--- src/rtl/frame_clear_engine.sv ---
// frame_clear_engine
// Raster-sweep generator for the renderer's Clear phase. While clear_start is
// held it walks every framebuffer pixel in row-major order, presenting one
// write (coordinates + CLEAR_COLOR + write-enable) per accepted cycle, then
// raises clear_done until clear_start is released.
//
// Ports:
//   Clk          in   1   system clock, rising edge
//   Reset        in   1   synchronous, active-high
//   clear_start  in   1   level request from the sequencer, held for the phase
//   mem_ready    in   1   downstream accepts the presented write this cycle
//   clear_DrawX  out  10  column of the presented write
//   clear_DrawY  out  10  row of the presented write
//   clear_we     out  1   a write is being presented
//   clear_color  out  24  write data, always CLEAR_COLOR
//   clear_done   out  1   sweep complete (level)
//
// state  | meaning
// IDLE   | no write presented, counters at 0, waiting for clear_start
// SWEEP  | presenting writes, advancing on each accept
// FINISH | whole frame written, clear_done held until clear_start drops

module frame_clear_engine #(
  parameter int          H_PIXELS    = 640,
  parameter int          V_PIXELS    = 480,
  parameter logic [23:0] CLEAR_COLOR = 24'h000000
) (
  input  logic        Clk,
  input  logic        Reset,
  input  logic        clear_start,
  input  logic        mem_ready,
  output logic [9:0]  clear_DrawX,
  output logic [9:0]  clear_DrawY,
  output logic        clear_we,
  output logic [23:0] clear_color,
  output logic        clear_done
);

  localparam logic [9:0] X_LAST = 10'(H_PIXELS - 1);
  localparam logic [9:0] Y_LAST = 10'(V_PIXELS - 1);

  typedef enum logic [1:0] {
    ST_IDLE,
    ST_SWEEP,
    ST_FINISH
  } state_t;

  state_t     state_q;
  logic [9:0] x_cnt_q;
  logic [9:0] y_cnt_q;
  logic       we_q;
  logic       done_q;

  always_ff @(posedge Clk) begin
    if (Reset) begin
      state_q <= ST_IDLE;
      x_cnt_q <= '0;
      y_cnt_q <= '0;
      we_q    <= 1'b0;
      done_q  <= 1'b0;
    end else begin
      case (state_q)
        ST_IDLE: begin
          we_q    <= 1'b0;
          done_q  <= 1'b0;
          x_cnt_q <= '0;
          y_cnt_q <= '0;
          if (clear_start) begin
            state_q <= ST_SWEEP;
          end
        end

        ST_SWEEP: begin
          if (!clear_start) begin
            // Abort: a partial frame is never reported as done.
            state_q <= ST_IDLE;
            we_q    <= 1'b0;
            x_cnt_q <= '0;
            y_cnt_q <= '0;
          end else if (!we_q) begin
            // First Sweep cycle raises the write-enable for pixel (0,0).
            we_q <= 1'b1;
          end else if (mem_ready) begin
            if (x_cnt_q != X_LAST) begin
              x_cnt_q <= x_cnt_q + 10'd1;
            end else if (y_cnt_q != Y_LAST) begin
              x_cnt_q <= '0;
              y_cnt_q <= y_cnt_q + 10'd1;
            end else begin
              // Last pixel accepted; coordinates stay parked on it.
              state_q <= ST_FINISH;
              we_q    <= 1'b0;
              done_q  <= 1'b1;
            end
          end
        end

        ST_FINISH: begin
          we_q <= 1'b0;
          if (clear_start) begin
            done_q <= 1'b1;
          end else begin
            done_q  <= 1'b0;
            state_q <= ST_IDLE;
            x_cnt_q <= '0;
            y_cnt_q <= '0;
          end
        end

        default: begin
          state_q <= ST_IDLE;
          we_q    <= 1'b0;
          done_q  <= 1'b0;
          x_cnt_q <= '0;
          y_cnt_q <= '0;
        end
      endcase
    end
  end

  assign clear_DrawX = x_cnt_q;
  assign clear_DrawY = y_cnt_q;
  assign clear_we    = we_q;
  assign clear_done  = done_q;
  assign clear_color = CLEAR_COLOR;

endmodule
--- config.mk ---
export PLATFORM = sky130hd
export DESIGN_NAME = frame_clear_engine
export DESIGN_NICKNAME = d
export VERILOG_FILES = /design/src/rtl/frame_clear_engine.sv
export SDC_FILE = /design/constraint.sdc
export NUM_CORES = 1
export LEC_CHECK = 0
export ABC_CLOCK_PERIOD_IN_PS = 2050
export BUFFER_PORTS_ARGS = -buffer_cell sky130_fd_sc_hd__buf_2
export CELL_PAD_IN_SITES_DETAIL_PLACEMENT = 1
export CELL_PAD_IN_SITES_GLOBAL_PLACEMENT = 1
export CORE_MARGIN = 10
export CORE_UTILIZATION = 36
export DETAILED_ROUTE_END_ITERATION = 7
export PLACE_DENSITY = 0.9
export SLEW_MARGIN = 20
export SYNTH_ARGS = -nofsm -noshare
export SYNTH_HDL_FRONTEND = slang
export SYNTH_SLANG_ARGS = --single-unit
--- constraint.sdc ---
create_clock -name Clk -period 2.05 [get_ports Clk]
set_input_delay 0.41 -clock Clk [delete_from_list [all_inputs] [get_ports Clk]]
set_output_delay 0.41 -clock Clk [all_outputs]
set_load 0.05 [all_outputs]
## After elaboration in Yosys (flattened, before gate mapping)

Cells that the tools add are included.

- Register bits after elaboration: 24
- Input bits: 4
- Output and inout bits: 46
- Word-level logic and storage cells: 64

- $add $sub $neg: 2
- Eq/ne operators: 17
- Muxes and demuxes: 32
- Bitwise logic cells: 2
- Reductions and logical operators: 6

Operator list:

| kind | number |
|---|---|
| $mux 10 | 11 |
| $pmux 10 s2 | 2 |
| $add 10x1->10 const B | 2 |
| $ne 3x3->1 const B | 5 |
| $mux 2 | 7 |
| $ne 2x2->1 const B | 7 |
| $mux 1 | 10 |
| $ne 10x10->1 const B | 1 |
| $ne 10x9->1 const B | 1 |
| $reduce_and 5->1 | 2 |
| $pmux 2 s3 | 1 |
| $reduce_and 6->1 | 1 |
| $ne 4x4->1 const B | 1 |
| $reduce_and 4->1 | 1 |
| $reduce_or 3->1 | 1 |
| $eq 2x1->1 const B | 1 |
| $eq 2x2->1 const B | 1 |
| $logic_not 2->1 | 1 |
| $not 1->1 | 2 |
| $pmux 1 s2 | 1 |

## Logic depth before layout (Yosys ltp)

- Word-level depth: 7
- Depth in mapped cells: 8
- Mapped depth without buffers: 7

## Worst setup path after synthesis

No wires, ideal clock.

- Path type: reg-to-reg
- From: reg y_cnt_q[0], in the netlist clear_DrawY[0]
- To: reg x_cnt_q[4], in the netlist clear_DrawX[4]
- Setup time: 70 ps
- Arrival: 2139 ps
- Data required time: 1980 ps
- Setup slack: -159 ps
- Stages on the path, launching flop included: 8
- Path buffers: 1
- Cells stage by stage: dfxtp_1 -> ha_1 -> nand4_1 -> or4_1 -> buf_2 -> a21oi_2 -> o21bai_2 -> a21oi_1

- Longest elaborated chain between the ends: 3

RTL lines:

| element | RTL line | text |
|---|---|---|
| start: declaration | 50 | `logic [9:0] y_cnt_q;` |
| start signal: assignment | 88 | `y_cnt_q <= y_cnt_q + 10'd1;` |
| $ne 10x9->1 | 86 | `end else if (y_cnt_q != Y_LAST) begin` |
| $ne 4x4->1 (no source line) | n/a |  |
| $reduce_and 4->1 (no source line) | n/a |  |
| end signal: assignment | 85 | `x_cnt_q <= x_cnt_q + 10'd1;` |
| end: declaration | 49 | `logic [9:0] x_cnt_q;` |

No other way between the ends.
A chain may end at the register's enable or synchronous reset.

## Worst setup path after layout

- From: reg x_cnt_q[7], in the netlist clear_DrawX[7]
- To: reg y_cnt_q[4], in the netlist clear_DrawY[4]

- Longest elaborated chain between the ends: 3

RTL lines:

| element | RTL line | text |
|---|---|---|
| $ne 10x10->1 | 84 | `if (x_cnt_q != X_LAST) begin` |
| $ne 3x3->1 (no source line) | n/a |  |
| $reduce_and 5->1 (no source line) | n/a |  |

No other way between the ends.

==> flow_summary.json <==
{
  "status": "finished, final reports clean",
  "critPathKind": "reg2reg",
  "grt_max_degree": 19,
  "initial_core_util_pct": 38.0,
  "power.density_nw_per_um2": 632,
  "startpoint_type": "flop",
  "drc": 0,
  "htreeDepth": 1,
  "clockRootBuffer": "clkbuf_8",
  "fill_cells": 536,
  "async_reset_ff_share_pct": 0,
  "path_max_fanout": 16,
  "synth_compound_area_share_pct": 21.4,
  "rrSetupSlack_ns": 0.10,
  "synth.area.mux_share_pct": 0.720,
  "fmax_ghz": 0.513,
  "hold_class": "in2reg",
  "critical_path_required_ns": 2.25,
  "ys_ff_latch": 24,
  "clock_latency_ns": 0.27,
  "r2r_end": "clear_DrawY[4]",
  "cp-end-kind": "flop",
  "ys.flop_type": "dfxtp_1",
  "synth_edf_count": 0,
  "io_buffers": 25,
  "final_hold_viol_count": 0,
  "synth_xor_area_share_pct": 1.68,
  "cts_resized": 0,
  "synth-seq-area-share_pct": 30.7,
  "cts_buffers": 3,
  "yosysWarnings": 0,
  "grt_pass1_wl_um": 7890,
  "num_antenna_cells": 0,
  "wire_per_inst_um": 16.8,
  "synthTopCellsByCount": "buf_4, dfxtp_1, a21oi_1",
  "min_period_over_period_pct": 95.1,
  "grt_usage_pct": 12.6,
  "fp.dieArea_um2": 7380,
  "maxCapViolCount": 0,
  "fin_skew_ns": 0.00455,
  "row_count": 23,
  "dp_slack_ns": 0.107,
  "dp_hpwl_um": 3400,
  "min_to": "clear_done",
  "firstDrtPassIters": 4,
  "layout-drive-gt1-share_pct": 24.8,
  "post_cts_buffers": 0,
  "synth-simple-area-share_pct": 24.9,
  "syn_area_per_cell_um2": 7.90,
  "cts_tree": "built",
  "synth_cells": 198,
  "die_y_um": 85.9,
  "grt_pass1_vias": 1628,
  "io_pins": 50,
  "drt_wl_total_um": 4640,
  "ant_nets": 0,
  "via_count": 1520,
  "hold_start": "clear_start",
  "holdWs_ns": 0.476,
  "worstPathArrival_ns": 2.15,
  "syn_area_um2": 1560,
  "routed_via_density": 5.51,
  "grt-ovfl-total": 0,
  "post-route-worst-setup-slack_ns": 0.101,
  "synth_top_area_share_pct": 30.7,
  "finalMaxSlewViolations": 0,
  "setup_tns_ns": 0,
  "drt_iter0_markers": 73,
  "core_um2": 4120,
  "rr_worst_depth": 5,
  "hold_depth": 3,
  "gp_congestion": 0.815,
  "finalNetCount": 236,
  "synthAdderAreaFrac_pct": 4.00,
  "syn2layout_area_growth_pct": 13.8,
  "cts.sinks": 24,
  "cts_hold_buf": 0,
  "ys_top_cells_by_area": "dfxtp_1, buf_4, a21oi_1",
  "min_period_ns": 1.95,
  "ys_types": 42,
  "finalSetupViolations": 0,
  "synth_top_cell_by_area": "dfxtp_1",
  "synth_top_family_by_area": "simple AND/OR/NAND/NOR gates",
  "worst_ir_drop_vdd_mv": 0.280,
  "reg2reg_from": "clear_DrawX[7]",
  "clk_pin_slew_ns": 0.09,
  "die_x_um": 85.9,
  "clockBufferDepth": 2,
  "p_leak_nw": 0.682,
  "antenna_found_initial": 0,
  "rsz0062_at_grt": "no"
}
## sequential cells by signal, summed over array words and instances (netlist names)
register     flops
clear_done       1
clear_DrawY     10
clear_we         1
state_q          2
clear_DrawX     10
## final cells by class
type                    count  area (um^2)  share of cell area [%]
inverters                   5         18.8                    1.05
clock inverters             1         30.0                    1.69
multi-input cells         158          938                    52.7
flip-flops and latches     24          489                    27.5
well taps                  50         62.6                    3.51
repair buffers             35          200                    11.2
clock buffers               3         41.3                    2.32
## layout by cell type, fill, tap and decap left out, types with 2 or more instances in the layout
master / count
nand4_1: 4
o31ai_1: 2
inv_1: 5
a41oi_1: 2
nor4_2: 2
o21ai_0: 8
or4_1: 7
dfxtp_2: 7
and2_1: 3
a21oi_1: 20
nand3_1: 10
xnor2_1: 2
clkbuf_8: 3
or3_1: 4
ha_1: 5
a211oi_1: 2
nor2_1: 7
nor3_1: 3
dfxtp_1: 17
nand3b_1: 3
buf_4: 10
o211ai_1: 3
a31oi_1: 7
o21ai_1: 6
and3_1: 2
conb_1: 24
nand2_1: 15
buf_2: 25
## critical path, stage by stage (launching register included)
cell and delay, ns:
dfxtp_2 0.36, nor4bb_1 0.38, and3_4 0.38, nand2_2 0.10, or4_1 0.48, a31oi_1 0.18
## cell families (layout without fill, tap and decap cells)
logic type / Yosys count / in the layout
and+or+nand+nor: 69 / 69
adders and majority gates: 5 / 5
xor gates and xnor gates: 3 / 3
other: 1 / 24
muxes: 1 / 1
AOI/OAI and AO/OA: 56 / 56
buffers and inverters: 39 / 44
DFF: 24 / 24
## metrics by stage
stage / std cells / cell area, um^2 / power [mW] / util (%)
finish: 276 / 1780 / 1.13 / 43.3
global route: 276 / 1780 / 1.17 / 43.3
CTS: 276 / 1760 / 1.14 / 42.7
detailed placement: 272 / 1690 / 0.706 / 41.0
global placement: 272 / 1690 / 0.702 / 41.0
floorplan: 221 / 1660 / 0.708 / -
## power breakdown
part           switching (mW)  internal, mW  total [mW]
registers             0.00617         0.472       0.479
clock network           0.165         0.261       0.426
logic                   0.182        0.0394       0.221
## worst max-delay path by stage
stage / from / endpoint / slack [ns] / cells after the start
floorplan: clear_DrawX[0] / clear_DrawX[7] / 0.008 / 7
global placement: clear_DrawX[7] / clear_DrawY[4] / 0.16 / 5
detailed placement: state_q[1] / clear_DrawY[4] / 0.11 / 6
CTS: clear_DrawY[0] / clear_done / 0.06 / 7
global route: clear_DrawX[7] / clear_DrawY[4] / 0.01 / 5
finish: clear_DrawX[7] / clear_DrawY[4] / 0.10 / 5
## routing by layer
metal / wire length [um] / global-route usage [%] / up-vias
met1: 1990 / 14.3 / 737
met2: 2310 / 22.1 / 42
met5: 0 / 0 / -
li1: - / - / 735
met3: 275 / 3.31 / 6
met4: 70 / 3.89 / 0
Power figures use the tool's default switching activity.
